**src/rtl/lfsr_arb_if.sv**
```systemverilog
// Consumer-side bus of the shared LFSR arbiter.
//   req     : level requests, bit n = requester n
//   ack     : one-cycle one-hot pulse marking the word on rdata for that requester
//   rdata   : returned random word, held until the next ack
//   busy    : controller is not idle
//   seed_wr : one-cycle strobe capturing seed_in as the pending seed
//   seed_in : seed value
// master = consumer side, slave = controller side.
interface lfsr_arb_if #(
  parameter int WIDTH = 26
) ();
  logic [1:0]       req;
  logic [1:0]       ack;
  logic [WIDTH-1:0] rdata;
  logic             busy;
  logic             seed_wr;
  logic [WIDTH-1:0] seed_in;

  modport master (
    output req, seed_wr, seed_in,
    input  ack, rdata, busy
  );

  modport slave (
    input  req, seed_wr, seed_in,
    output ack, rdata, busy
  );
endinterface

```
**src/rtl/lfsr_arb_ctrl.sv**
```systemverilog
// Controller and two-way arbiter in front of a single shared LFSR core.
// Seeds the LFSR after reset and on software seed writes, advances it STEPS
// times per granted request, and hands the resulting word back with a
// one-cycle ack. Recovers from the all-zero lock-up state by reseeding.
//
// Ports:
//   clk       : clock, rising edge
//   rst       : asynchronous reset, active-high
//   bus       : consumer bus (req/ack/rdata/busy/seed_wr/seed_in), slave side
//   lfsr_load : LFSR synchronous load strobe
//   lfsr_din  : LFSR parallel load data
//   lfsr_en   : LFSR shift enable, one shift per enabled edge
//   lfsr_q    : current LFSR state
//
// Parameters: WIDTH (data width), STEPS (shifts per request, 1..255),
//             SEED (default seed; also used whenever a written seed is 0).
//
// state | meaning
// ------+-------------------------------------------------------------
// INIT  | load SEED into the LFSR (after reset and on zero lock-up)
// IDLE  | wait; pending seed > zero recovery > grant a request
// LOAD  | load the pending seed (SEED if the pending seed is 0)
// RUN   | LFSR enabled; counts down STEPS enabled cycles
// DONE  | capture lfsr_q into rdata and pulse ack for the owner
module lfsr_arb_ctrl #(
  parameter int               WIDTH = 26,
  parameter int               STEPS = 4,
  parameter logic [WIDTH-1:0] SEED  = 26'h3656B59
) (
  input  logic             clk,
  input  logic             rst,
  lfsr_arb_if.slave        bus,
  output logic             lfsr_load,
  output logic [WIDTH-1:0] lfsr_din,
  output logic             lfsr_en,
  input  logic [WIDTH-1:0] lfsr_q
);

  localparam logic [7:0] STEPS_CNT = 8'(STEPS);

  typedef enum logic [2:0] {
    S_INIT,
    S_IDLE,
    S_LOAD,
    S_RUN,
    S_DONE
  } state_t;

  state_t           state_q, state_d;
  logic [7:0]       cnt_q;
  logic             owner_q;
  logic             last_served_q;
  logic             pending_q;
  logic [WIDTH-1:0] pend_seed_q;
  logic [1:0]       ack_q;
  logic [WIDTH-1:0] rdata_q;

  logic             grant;
  logic             grant_owner;

  // When both request, the one not served last wins; otherwise the single
  // active requester wins (req[1] alone selects owner 1).
  always_comb begin
    if (bus.req == 2'b11) begin
      grant_owner = ~last_served_q;
    end else begin
      grant_owner = bus.req[1];
    end
  end

  always_comb begin
    state_d = state_q;
    grant   = 1'b0;
    case (state_q)
      S_INIT: state_d = S_IDLE;
      S_LOAD: state_d = S_IDLE;
      S_IDLE: begin
        if (pending_q) begin
          state_d = S_LOAD;
        end else if (lfsr_q == '0) begin
          state_d = S_INIT;
        end else if (|bus.req) begin
          grant   = 1'b1;
          state_d = S_RUN;
        end
      end
      S_RUN: begin
        // terminal count: the cycle with cnt==1 is the last enabled one
        if (cnt_q == 8'd1) begin
          state_d = S_DONE;
        end
      end
      S_DONE:  state_d = S_IDLE;
      default: state_d = S_INIT;
    endcase
  end

  // Moore decode of the LFSR controls; the reset state is INIT, so during
  // reset the LFSR is held loading SEED.
  always_comb begin
    lfsr_load = 1'b0;
    lfsr_din  = '0;
    lfsr_en   = 1'b0;
    case (state_q)
      S_INIT: begin
        lfsr_load = 1'b1;
        lfsr_din  = SEED;
      end
      S_LOAD: begin
        lfsr_load = 1'b1;
        lfsr_din  = (pend_seed_q == '0) ? SEED : pend_seed_q;
      end
      S_RUN:   lfsr_en = 1'b1;
      default: ;
    endcase
  end

  always_ff @(posedge clk or posedge rst) begin
    if (rst) begin
      state_q       <= S_INIT;
      cnt_q         <= 8'd0;
      owner_q       <= 1'b0;
      last_served_q <= 1'b1;
      pending_q     <= 1'b0;
      pend_seed_q   <= '0;
      ack_q         <= 2'b00;
      rdata_q       <= '0;
    end else begin
      state_q <= state_d;
      ack_q   <= 2'b00;

      if (grant) begin
        owner_q <= grant_owner;
        cnt_q   <= STEPS_CNT;
      end else if (state_q == S_RUN) begin
        cnt_q <= cnt_q - 8'd1;
      end

      if (state_q == S_DONE) begin
        rdata_q       <= lfsr_q;
        ack_q         <= owner_q ? 2'b10 : 2'b01;
        last_served_q <= owner_q;
      end

      // A write in the LOAD cycle itself survives as a new pending seed.
      if (bus.seed_wr) begin
        pending_q   <= 1'b1;
        pend_seed_q <= bus.seed_in;
      end else if (state_q == S_LOAD) begin
        pending_q <= 1'b0;
      end
    end
  end

  assign bus.ack   = ack_q;
  assign bus.rdata = rdata_q;
  assign bus.busy  = (state_q != S_IDLE);

endmodule

```
**src/flat_wrapper.sv**
```systemverilog
// flat-port wrapper written by rule: the top's interface ports become plain ports
module lfsr_arb_ctrl_flat 
#(
  parameter int               WIDTH = 26,
  parameter int               STEPS = 4,
  parameter logic [WIDTH-1:0] SEED  = 26'h3656B59
)
  (clk, rst, lfsr_load, lfsr_din, lfsr_en, lfsr_q, bus_req, bus_seed_wr, bus_seed_in, bus_ack, bus_rdata, bus_busy);
  lfsr_arb_if #(.WIDTH(WIDTH)) bus_i ();
  input  logic clk;
  input  logic rst;
  output logic lfsr_load;
  output logic [WIDTH-1:0] lfsr_din;
  output logic lfsr_en;
  input  logic [WIDTH-1:0] lfsr_q;
  input wire logic [$bits(bus_i.req)-1:0] bus_req;
  input wire logic [$bits(bus_i.seed_wr)-1:0] bus_seed_wr;
  input wire logic [$bits(bus_i.seed_in)-1:0] bus_seed_in;
  output wire logic [$bits(bus_i.ack)-1:0] bus_ack;
  output wire logic [$bits(bus_i.rdata)-1:0] bus_rdata;
  output wire logic [$bits(bus_i.busy)-1:0] bus_busy;
  assign bus_i.req = bus_req;
  assign bus_i.seed_wr = bus_seed_wr;
  assign bus_i.seed_in = bus_seed_in;
  assign bus_ack = bus_i.ack;
  assign bus_rdata = bus_i.rdata;
  assign bus_busy = bus_i.busy;
  lfsr_arb_ctrl #(.WIDTH(WIDTH), .STEPS(STEPS), .SEED(SEED)) u_core (.clk(clk), .rst(rst), .bus(bus_i), .lfsr_load(lfsr_load), .lfsr_din(lfsr_din), .lfsr_en(lfsr_en), .lfsr_q(lfsr_q));
endmodule
```
**config.mk**
```make
export PLATFORM = sky130hd
export DESIGN_NAME = lfsr_arb_ctrl_flat
export DESIGN_NICKNAME = d
export VERILOG_FILES = /design/src/rtl/lfsr_arb_if.sv /design/src/rtl/lfsr_arb_ctrl.sv /design/src/flat_wrapper.sv
export SDC_FILE = /design/constraint.sdc
export NUM_CORES = 1
export LEC_CHECK = 0
export ABC_AREA = 1
export BUFFER_PORTS_ARGS = -buffer_cell sky130_fd_sc_hd__buf_2
export CAP_MARGIN = 30
export CORE_ASPECT_RATIO = 0.5
export CORE_UTILIZATION = 54
export DETAILED_ROUTE_END_ITERATION = 10
export PLACE_DENSITY_LB_ADDON = 0.08
export SYNTH_ARGS = -nofsm -noshare
export SYNTH_HDL_FRONTEND = slang
export SYNTH_SLANG_ARGS = --single-unit
```
**constraint.sdc**
```tcl
create_clock -name clk -period 3.6 [get_ports clk]
set_clock_uncertainty 0.15 [all_clocks]
set_input_delay 0.54 -clock clk [delete_from_list [all_inputs] [get_ports clk]]
set_output_delay 0.54 -clock clk [all_outputs]
set_load 0.01 [all_outputs]
```
# Word-level counts from Yosys, hierarchy flattened
# Index checks and enable logic that the tools add are counted.
op_classes:
  addsub: 1
  eq_ne: 9
  muxes: 20
  bitwise_logic: 1
  n_reduce_logical: 9
op_table:
  columns: ["op", "n"]
  rows:
  - ["$logic_not 26->1", 2]
  - ["$pmux 26 s2", 1]
  - ["$mux 26", 1]
  - ["$mux 8", 2]
  - ["$mux 3", 4]
  - ["$mux 1", 9]
  - ["$pmux 3 s3", 1]
  - ["$eq 8x1->1 const B", 1]
  - ["$sub 8x1->8 const B", 1]
  - ["$eq 3x2->1 const B", 2]
  - ["$mux 2", 2]
  - ["$ne 4x1->1 const B", 1]
  - ["$reduce_bool 2->1", 2]
  - ["$reduce_or 2->1", 2]
  - ["$eq 3x1->1 const B", 1]
  - ["$eq 3x3->1 const B", 1]
  - ["$logic_not 3->1", 1]
  - ["$ne 3x1->1 const B", 1]
  - ["$reduce_or 3->1", 1]
  - ["$eq 2x2->1 const B", 1]
  - ["$ne 2x1->1 const B", 1]
  - ["$reduce_and 2->1", 1]
  - ["$not 1->1", 1]
totals:
  reg_bits: 68
  in_bits: 57
  wordCells: 48

# Longest topological paths before layout
# Gate-level depths: netlist of the first run.
logic_depth:
  ltp_word: 6
  ltp_mapped: 9

# Worst setup path after synthesis of the first run
# Ideal clock, no wire load.
synth_timing:
  path_type: "reg2out"
  start: "register u_core.pend_seed_q[20]"
  end: "output lfsr_din[11]"
  t_arrival_ns: 1.225
  t_required_ns: 2.910
  slack_ns: 1.685
  path_stages_with_launch: 7
  path_cell_list: "dfrtp_1 nor4_2 nand2_1 nor2_4 buf_6 nor2_1 nor2_1"
synth_via:
  elab_chain_cells: 3
synth_lines:
  columns: ["item", "line", "source"]
  rows:
  - ["from (decl)", "lfsr_arb_ctrl.sv:54", "logic [WIDTH-1:0] pend_seed_q;"]
  - ["from (signal assigned)", "lfsr_arb_ctrl.sv:148", "pend_seed_q <= bus.seed_in;"]
  - ["$logic_not 26->1", "lfsr_arb_ctrl.sv:111", "lfsr_din = (pend_seed_q == '0) ? SEED : pend_seed_q;"]
  - ["$mux 26", "lfsr_arb_ctrl.sv:111", null]
  - ["$pmux 26 s2", "lfsr_arb_ctrl.sv:104", "case (state_q)"]
  - ["to (decl)", "flat_wrapper.sv:13", "output logic [WIDTH-1:0] lfsr_din;"]
# Every way passes these cells.

# Worst setup path after layout of the first run
layout_timing:
  start: "register u_core.pend_seed_q[20]"
  end: "output lfsr_din[18]"
# The elaborated chain is that of the path after synthesis.

==> run metrics, run 1 <==
cts bufs inserted 9; NetSw 0.00113 W; Slew HR 45.0%; Synth Area in Simple Gates 25.0%; top cells by area in the synthesized netlist dfrtp_1 52%, nand2_1 11%, inv_1 8.0%, o21ai_0 7.7%, nor2_1 7.3%; Min Hold Slack 0.263 ns; clock sink count 68; Detail Placement HPWL 4770 um; M1 GR Usage 30.4%; via count 2,851; CORE AREA 0.00563 mm2; wire per inst 11.6 um; Resized cells post-CTS 0; run status complete, but fails checks; P per Cell Area 762 mW/mm2; top-count cell post-synth nand2_1; Peak VDD IR 0.340 mV; final worst slack 1.11 ns; Flop pwr share 36.8%; post-synthesis register bit count 68; crit-path max cell delay 0.38 ns; fill cell total of the finished layout 462; ratio of cells with drive above 1 in the final layout 28.3%; H-tree lvl count 3; combinational share of power 35.6%; nets 577; cell internal pwr 0.00202 W; Worst-path clk slew 0.06 ns; Vias per Instance 4.78; DRC viols 10; Max stage delay cell, worst path dfrtp_1; first-pass GRT wire length 11,500 um; worst slack at placement 1.45 ns; worst slew pin tran 0.825 ns; Die Width 112 um; All-Layer GR Usage 23.7%; gr busiest metal met2; number of library cell types mapped by synthesis 26; ys flop type dfrtp_1; Hold Path Class primary input to register; Die Ht 56.9 um; Setup TNS 0 ns; drt pass-1 iters 7; crit-path most repeated cell nor2_1; grt ovf 0; largest family of logic cells by synthesized area simple AND/OR/NAND/NOR gates; Fin. Hold Viols 0; Bufs on Longest Clock Path 2; I/O pins 114; EDFF count, synth 0; initial antenna violation count 0; RSZ-0062 raised after global routing no; clock power share 27.6%; min Tclk post-route 2.49 ns; port buffer count 113; die area 0.00635 mm2; DR iter-0 viols 140; Inserted Diodes 0; crit path cell chain nor4_2 > nand2_1 > nor2_4 > nor2_1 > nor2_1 > buf_2; Leak 2.35 nW; post-synthesis adder-cell area fraction 0.770%; crit share post-route 69.1%; WP data arrival 1.80 ns; fin. max-slew vios 0; number of post-CTS setup repair buffers 0; Ys Warns 0; Detail Route Antenna Nets 0; compound-gate portion of the synthesized area 8.31%; CTS tree built; cell count after synthesis 408; grt met3 use 8.64%; Worst Path Max Fanout 15; Max Fclk 402 MHz; Max-Cap Viols 0; Synth area leader dfrtp_1; hold_buf cts 0; area growth from synthesis to layout 27.3%; area fraction of the dominant cell type after synthesis 51.6%; largest net degree at the start of global routing 69; required time of the worst setup path 2.91 ns; asr flop ratio synth 100%; Root Buffer clkbuf_16; Commonest cells post-synth 98 x nand2_1, 69 x inv_1, 67 x dfrtp_1; Synth Net Count 467; Sw Ratio 35.9%; sequential fraction of the synthesis area 52.4%; failing checks DRC; worst-skew pair later-pin latency 0.33 ns; Post-Syn Area 0.00325 mm2; Setup Crit Path Kind register to primary output; vias in the first global route 2,527; xor/xnor share of the synthesized area 0.808%; synthesized area per cell 7.97 um2; Worst Setup End Kind primary output; GRT met2 Usage 37.2%; final wirelength 6900 um; routability congestion estimate 0.777; Setup-failing EPs final 0; Starting Density 57.7%; mux contribution to synthesized area 2.08%; Critical Path Start Type register; Core Rows 19
## critical path, delay by kind of cell (launching register included)
kind,cells,cell delay (ns)
simple gates,5,0.93
flops,1,0.38
buf+inv,1,0.15
## layer usage
metal	vias to the layer above	routed length, um
met1	1264	3230
met5	-	0
met2	112	2980
met4	0	65
li1	1467	-
met3	8	619
## worst paths after layout
kind | end | slack, ns | cells after the start | startpoint
worst max-delay path | lfsr_din[18] | 1.11 | 6 | u_core.pend_seed_q[20]
worst min-delay path | u_core.pend_seed_q[2] | 0.26 | 3 | bus_seed_in[2]
worst max register to register | u_core.bus.rdata[22] | 1.73 | 3 | u_core.state_q[0]
worst min register to register | u_core.bus.ack[0] | 0.31 | 1 | u_core.owner_q
max in group asynchronous | u_core.bus.rdata[22] | 2.46 | 3 | rst
min in group asynchronous | u_core.bus.rdata[23] | 0.31 | 3 | rst
## sequential cells by signal (all words and copies together) (netlist names)
signal	flops
u_core.pending_q	1
u_core.cnt_q	8
u_core.bus.rdata	26
u_core.last_served_q	1
u_core.state_q	3
u_core.pend_seed_q	26
u_core.owner_q	1
u_core.bus.ack	2
## layout by cell type (no fill, tap or decap), types with 2 or more instances in the layout
cell type and n:
buf_2 113, nand2_1 98, inv_1 68, dfrtp_1 67, nor2_1 63, o21ai_0 50, clkbuf_16 9, nand4_1 8
nand3_1 7, mux2_2 6, inv_2 3, xor2_1 3, nor3_1 3, nor2_2 2, nand2_2 2, nand3_4 2
nor2_4 2, o21bai_1 2, ha_1 2
## kinds of logic (layout without fill, tap and decap cells)
kind of cell	count (synthesis)	count (layout)
and+or+nand+nor	190	190
buffers and inverters	86	201
DFF	68	68
AOI/OAI and AO/OA	53	53
muxes	6	6
xor gates and xnor gates	3	3
adders and majority gates	2	2
## cell type report
type                    count  area, um2  area share [%]
flip-flops and latches     68       1700            41.1
multi-input cells         254       1200            29.1
repair buffers            114        573            13.8
inverters                  71        267            6.44
clock buffers              11        243            5.86
well taps                  73       91.3            2.21
clock inverters             5       60.1            1.45
## power by group through the flow
stage	combinational, W	clock [W]	sequential, W
floorplan	0.000659	0	0.00123
global placement	0.00110	0	0.00116
detailed placement	0.00112	0	0.00117
CTS	0.00114	0.000889	0.00116
global route	0.00126	0.000931	0.00119
finish	0.00112	0.000872	0.00116
## stage by stage
step / instances / total power (W) / instance area [um2] / util, %
floorplan: 408 / 0.00189 / 3250 / -
global route: 596 / 0.00338 / 4140 / 73.5
CTS: 596 / 0.00318 / 4140 / 73.5
global placement: 580 / 0.00226 / 3840 / 68.1
detailed placement: 580 / 0.00229 / 3840 / 68.1
finish: 596 / 0.00316 / 4140 / 73.5
Note: power is estimated with default switching activity, not from simulation.
==> inputs of run 2 (changes only) <==
- CORE_UTILIZATION: 54 -> 50
- clock period: 3.6 -> 2.5 ns (I/O delays scaled with it)
==> run 2 against run 1 <==
The flow now finishes without violations. Cell area up 1.4%. Via count down 0.81%. Worst setup slack worse by 0.92 ns. Combinational power grew 43%. Sequential power rose by 45%. Non-clock buffer count grew 3. Clock power increased by 47%. Die area is 7.8% higher. Register-to-register slack worse by 0.87 ns. Power rose by 44%. Global-route usage decreased by 1.4 points. Largest power group unchanged. Critical path depth stayed put. Critical endpoint is now lfsr_din[6].
==> run metrics, run 2 (synthesis gave the netlist of run 1 again) <==
Reg2Reg Depth 5; Worst Setup End Kind primary output; drt pass-1 iters 4; grt met3 use 8.69%; DRC viols 0; Detail Placement HPWL 4880 um; CTS tree built; Min-Delay Path Depth 3; Fin. Hold Viols 0; H-tree lvl count 3; min Tclk post-route 2.31 ns; Bufs on Longest Clock Path 2; Critical Path Start Type register; All-Layer GR Usage 22.2%; Slew HR 49.3%; Max-Cap Viols 0; required time of the worst setup path 1.98 ns; WP data arrival 1.78 ns; wire per inst 11.2 um; DR iter-0 viols 105; vias in the first global route 2,489; die area 0.00685 mm2; commonest cells after routing, fill and taps aside 113 x buf_2, 98 x nand2_1, 68 x inv_1, 67 x dfrtp_1, 63 x nor2_1; Core Rows 20; Setup Crit Path Kind register to primary output; initial antenna violation count 0; via count 2,828; Hold Path Class primary input to register; clock sink count 68; I/O pins 114; M1 GR Usage 28.1%; area of the multi-input gates 0.00120 mm2; P per Cell Area 1090 mW/mm2; area growth from synthesis to layout 29.0%; number of post-CTS setup repair buffers 0; worst-skew pair later-pin latency 0.33 ns; CORE AREA 0.00618 mm2; Detail Route Antenna Nets 0; Setup-failing EPs final 0; Final Power 0.00456 W; worst slew pin tran 0.760 ns; Die Ht 59.0 um; Worst-path clk slew 0.05 ns; Worst Path Max Fanout 15; Resized cells post-CTS 0; Starting Density 52.6%; Max Fclk 434 MHz; Die Width 116 um; final wirelength 6870 um; Setup TNS 0 ns; fin. max-slew vios 0; nets 580; grt ovf 0; crit share post-route 92.3%; Vias per Instance 4.61; first-pass GRT wire length 11,200 um; Peak VDD IR 0.576 mV; largest net degree at the start of global routing 54; cts bufs inserted 9; Inserted Diodes 0; run status finished, final reports clean; routability congestion estimate 0.786; Root Buffer clkbuf_16; GRT met2 Usage 35.4%; Reg area 0.00170 mm2; commonest non-fill, non-tap cell in the layout buf_2; port buffer count 113; RSZ-0062 raised after global routing no; gr busiest metal met2; Leak 2.37 nW; ratio of cells with drive above 1 in the final layout 28.7%; fill cell total of the finished layout 569
-- run 2: critical path, cell delays in order (launching register included) --
cell,delay [ns]
dfrtp_1,0.39
nor4_2,0.27
nand2_1,0.12
nor2_4,0.33
nor2_1,0.08
nor2_1,0.11
buf_2,0.15
-- run 2: final cells by class --
class / instances / share of cell area (%)
Sequential cell: 68 / 40.6
Multi-Input combinational cell: 254 / 28.7
Timing Repair Buffer: 117 / 14.5
Inverter: 71 / 6.35
Clock buffer: 11 / 6.02
Tap cell: 88 / 2.62
Clock inverter: 5 / 1.19
-- run 2: routing by layer --
metal | up-vias | part of all wire [%]
li1 | 1469 | -
met1 | 1252 | 48
met2 | 99 | 42
met3 | 8 | 9.0
met4 | 0 | 1.3
met5 | - | 0
-- run 2: metrics by stage --
stage	hold slack [ns]	util [%]	cell area (um2)	worst slack, ns	cells
final	0.0949	67.9	4200	0.194	614
after global placement	0.283	62.8	3880	0.518	597
after detailed placement	0.285	62.8	3880	0.547	597
after CTS	0.0863	67.9	4200	0.176	614
after global routing	0.0999	67.9	4200	0.0318	614
after floorplan	0.276	-	3250	0.265	408
-- run 2: power breakdown --
part           switching (W)  internal, W
Sequential          0.000214      0.00147
Clock               0.000457     0.000818
Combinational       0.000950     0.000651
Total                0.00162      0.00293
-- run 2: repair_timing --
| action | CTS | global route |
|---|---|---|
| hold endpoints to repair | 21 | 0 |
| endpoints found under the setup margin | 0 | 0 |
| hold buffers | 1 | 0 |
-- run 2: path summary, 6_finish.rpt --
path / from / to / slack [ns]
max reg2reg: u_core.state_q[0] / u_core.bus.rdata[9] / 0.86
min in group asynchronous: rst / u_core.pend_seed_q[1] / 0.46
min: bus_seed_in[25] / u_core.pend_seed_q[25] / 0.09
max in group asynchronous: rst / u_core.last_served_q / 1.12
min reg2reg: u_core.owner_q / u_core.bus.ack[0] / 0.30
max: u_core.pend_seed_q[20] / lfsr_din[6] / 0.19
==> inputs of run 3 (changes only) <==
- PLACE_DENSITY_LB_ADDON: 0.08 -> 0.15
==> run 3 against run 2 <==
Power down 2.6%. First-iteration DRC count up 100%. Sequential share of layout area up 0.28 points. Sequential power about the same. Maximum frequency down 0.50%. Non-clock buffer count unchanged. Utilization down 0.47 points. Combinational power about the same. Via count down 0.14%. Global-route usage up 0.34 points. Final cell count unchanged. Worst setup slack worse by 0.012 ns. Critical path type unchanged. Critical endpoint is now lfsr_din[3].
==> run metrics, run 3 (synthesis gave the netlist of run 1 again) <==
run status finished, final reports clean; via count 2,824; commonest cells after routing, fill and taps aside 113 x buf_2, 98 x nand2_1, 68 x inv_1, 67 x dfrtp_1, 63 x nor2_1; Final Power 0.00444 W; Core Rows 20; H-tree lvl count 3; grt ovf 0; vias in the first global route 2,503; DR iter-0 viols 210; RSZ-0062 raised after global routing no; WP data arrival 1.79 ns; Die Width 116 um; Final Core Density 67.4%; clock sink count 68; DRC viols 0; Setup TNS 0 ns; CORE AREA 0.00618 mm2; Vias per Instance 4.60; Detail Route Antenna Nets 0; Worst Path Max Fanout 15; Max-Cap Viols 0; Worst-path clk slew 0.05 ns; area growth from synthesis to layout 28.2%; I/O pins 114; Resized cells post-CTS 0; Min-Delay Path Depth 3; crit share post-route 92.7%; nets 580; first-pass GRT wire length 11,300 um; min Tclk post-route 2.32 ns; largest net degree at the start of global routing 54; Worst Setup End Kind primary output; Leak 2.36 nW; number of post-CTS setup repair buffers 0; Slew HR 50.0%; Root Buffer clkbuf_16; commonest non-fill, non-tap cell in the layout buf_2; die area 0.00685 mm2; Hold Path Class primary input to register; cts bufs inserted 9; fin. max-slew vios 0; Starting Density 52.6%; Detail Placement HPWL 5000 um; Critical Path Start Type register; Inserted Diodes 0; Bufs on Longest Clock Path 2; worst slew pin tran 0.749 ns; Die Ht 59.0 um; Max Fclk 431 MHz; Peak VDD IR 0.443 mV; P per Cell Area 1060 mW/mm2; Fin. Hold Viols 0; port buffer count 113; routability congestion estimate 0.748; ratio of cells with drive above 1 in the final layout 28.1%; Design Area, Final 0.00417 mm2; CTS tree built; Setup-failing EPs final 0; required time of the worst setup path 1.98 ns; fill cell total of the finished layout 536; dpl cell area 0.00388 mm2; All-Layer GR Usage 22.6%; wire per inst 11.3 um; initial antenna violation count 0; hold_buf cts 1; worst-skew pair later-pin latency 0.33 ns; drt pass-1 iters 7; Setup Crit Path Kind register to primary output; Reg2Reg Depth 5; final wirelength 6930 um
## run 3: changes by cell type in the layout (fill, tap and decap cells not counted)
cell / delta
clkinv_2: -2
bufinv_16: -1
clkbuf_1: +3
## run 3: cell type report
type	count	area (um2)	share of cell area (%)
Timing Repair Buffer	117	611	14.7
Sequential cell	68	1700	40.9
Multi-Input combinational cell	254	1200	28.9
Clock buffer	14	264	6.33
Clock inverter	2	10.0	0.240
Inverter	71	267	6.39
Tap cell	88	110	2.64
## run 3: final timing paths
check	from	end	slack, ns
worst max-delay path	u_core.pend_seed_q[20]	lfsr_din[3]	0.18
worst min-delay path	bus_seed_in[13]	u_core.pend_seed_q[13]	0.1
worst max register to register	u_core.state_q[0]	u_core.bus.rdata[15]	0.80
worst min register to register	u_core.owner_q	u_core.bus.ack[0]	0.32
max in group asynchronous	rst	u_core.last_served_q	1.05
min in group asynchronous	rst	u_core.pend_seed_q[1]	0.50
## run 3: report_power, final
part	internal, W	total (W)	switching [W]
combinational	0.000652	0.00161	0.000963
clock	0.000722	0.00115	0.000431
sequential	0.00147	0.00167	0.000205
total	0.00284	0.00444	0.00160
## run 3: stage by stage
stage	hold slack (ns)	cells	worst slack (ns)
2_1_floorplan	0.276	408	0.265
5_1_grt	0.0899	614	0.00525
3_3_place_gp	0.292	597	0.543
4_1_cts	0.0833	614	0.157
6_report	0.0991	614	0.182
3_5_place_dp	0.319	597	0.529
## run 3: metal layers
layer	wire (um)	part of all wire (%)	vias to the layer above	GRT usage [%]
met4	86	1.2	0	8.79
li1	-	-	1468	-
met5	0	0	-	0
met3	507	7.3	8	9.61
met2	3020	44	88	35.4
met1	3320	48	1260	28.0
## run 3: worst max-delay path, stage by stage (launching register included)
cell	delay, ns
dfrtp_1	0.39
nor4_2	0.30
nand2_1	0.13
nor2_4	0.31
nor2_1	0.07
nor2_1	0.12
buf_2	0.15
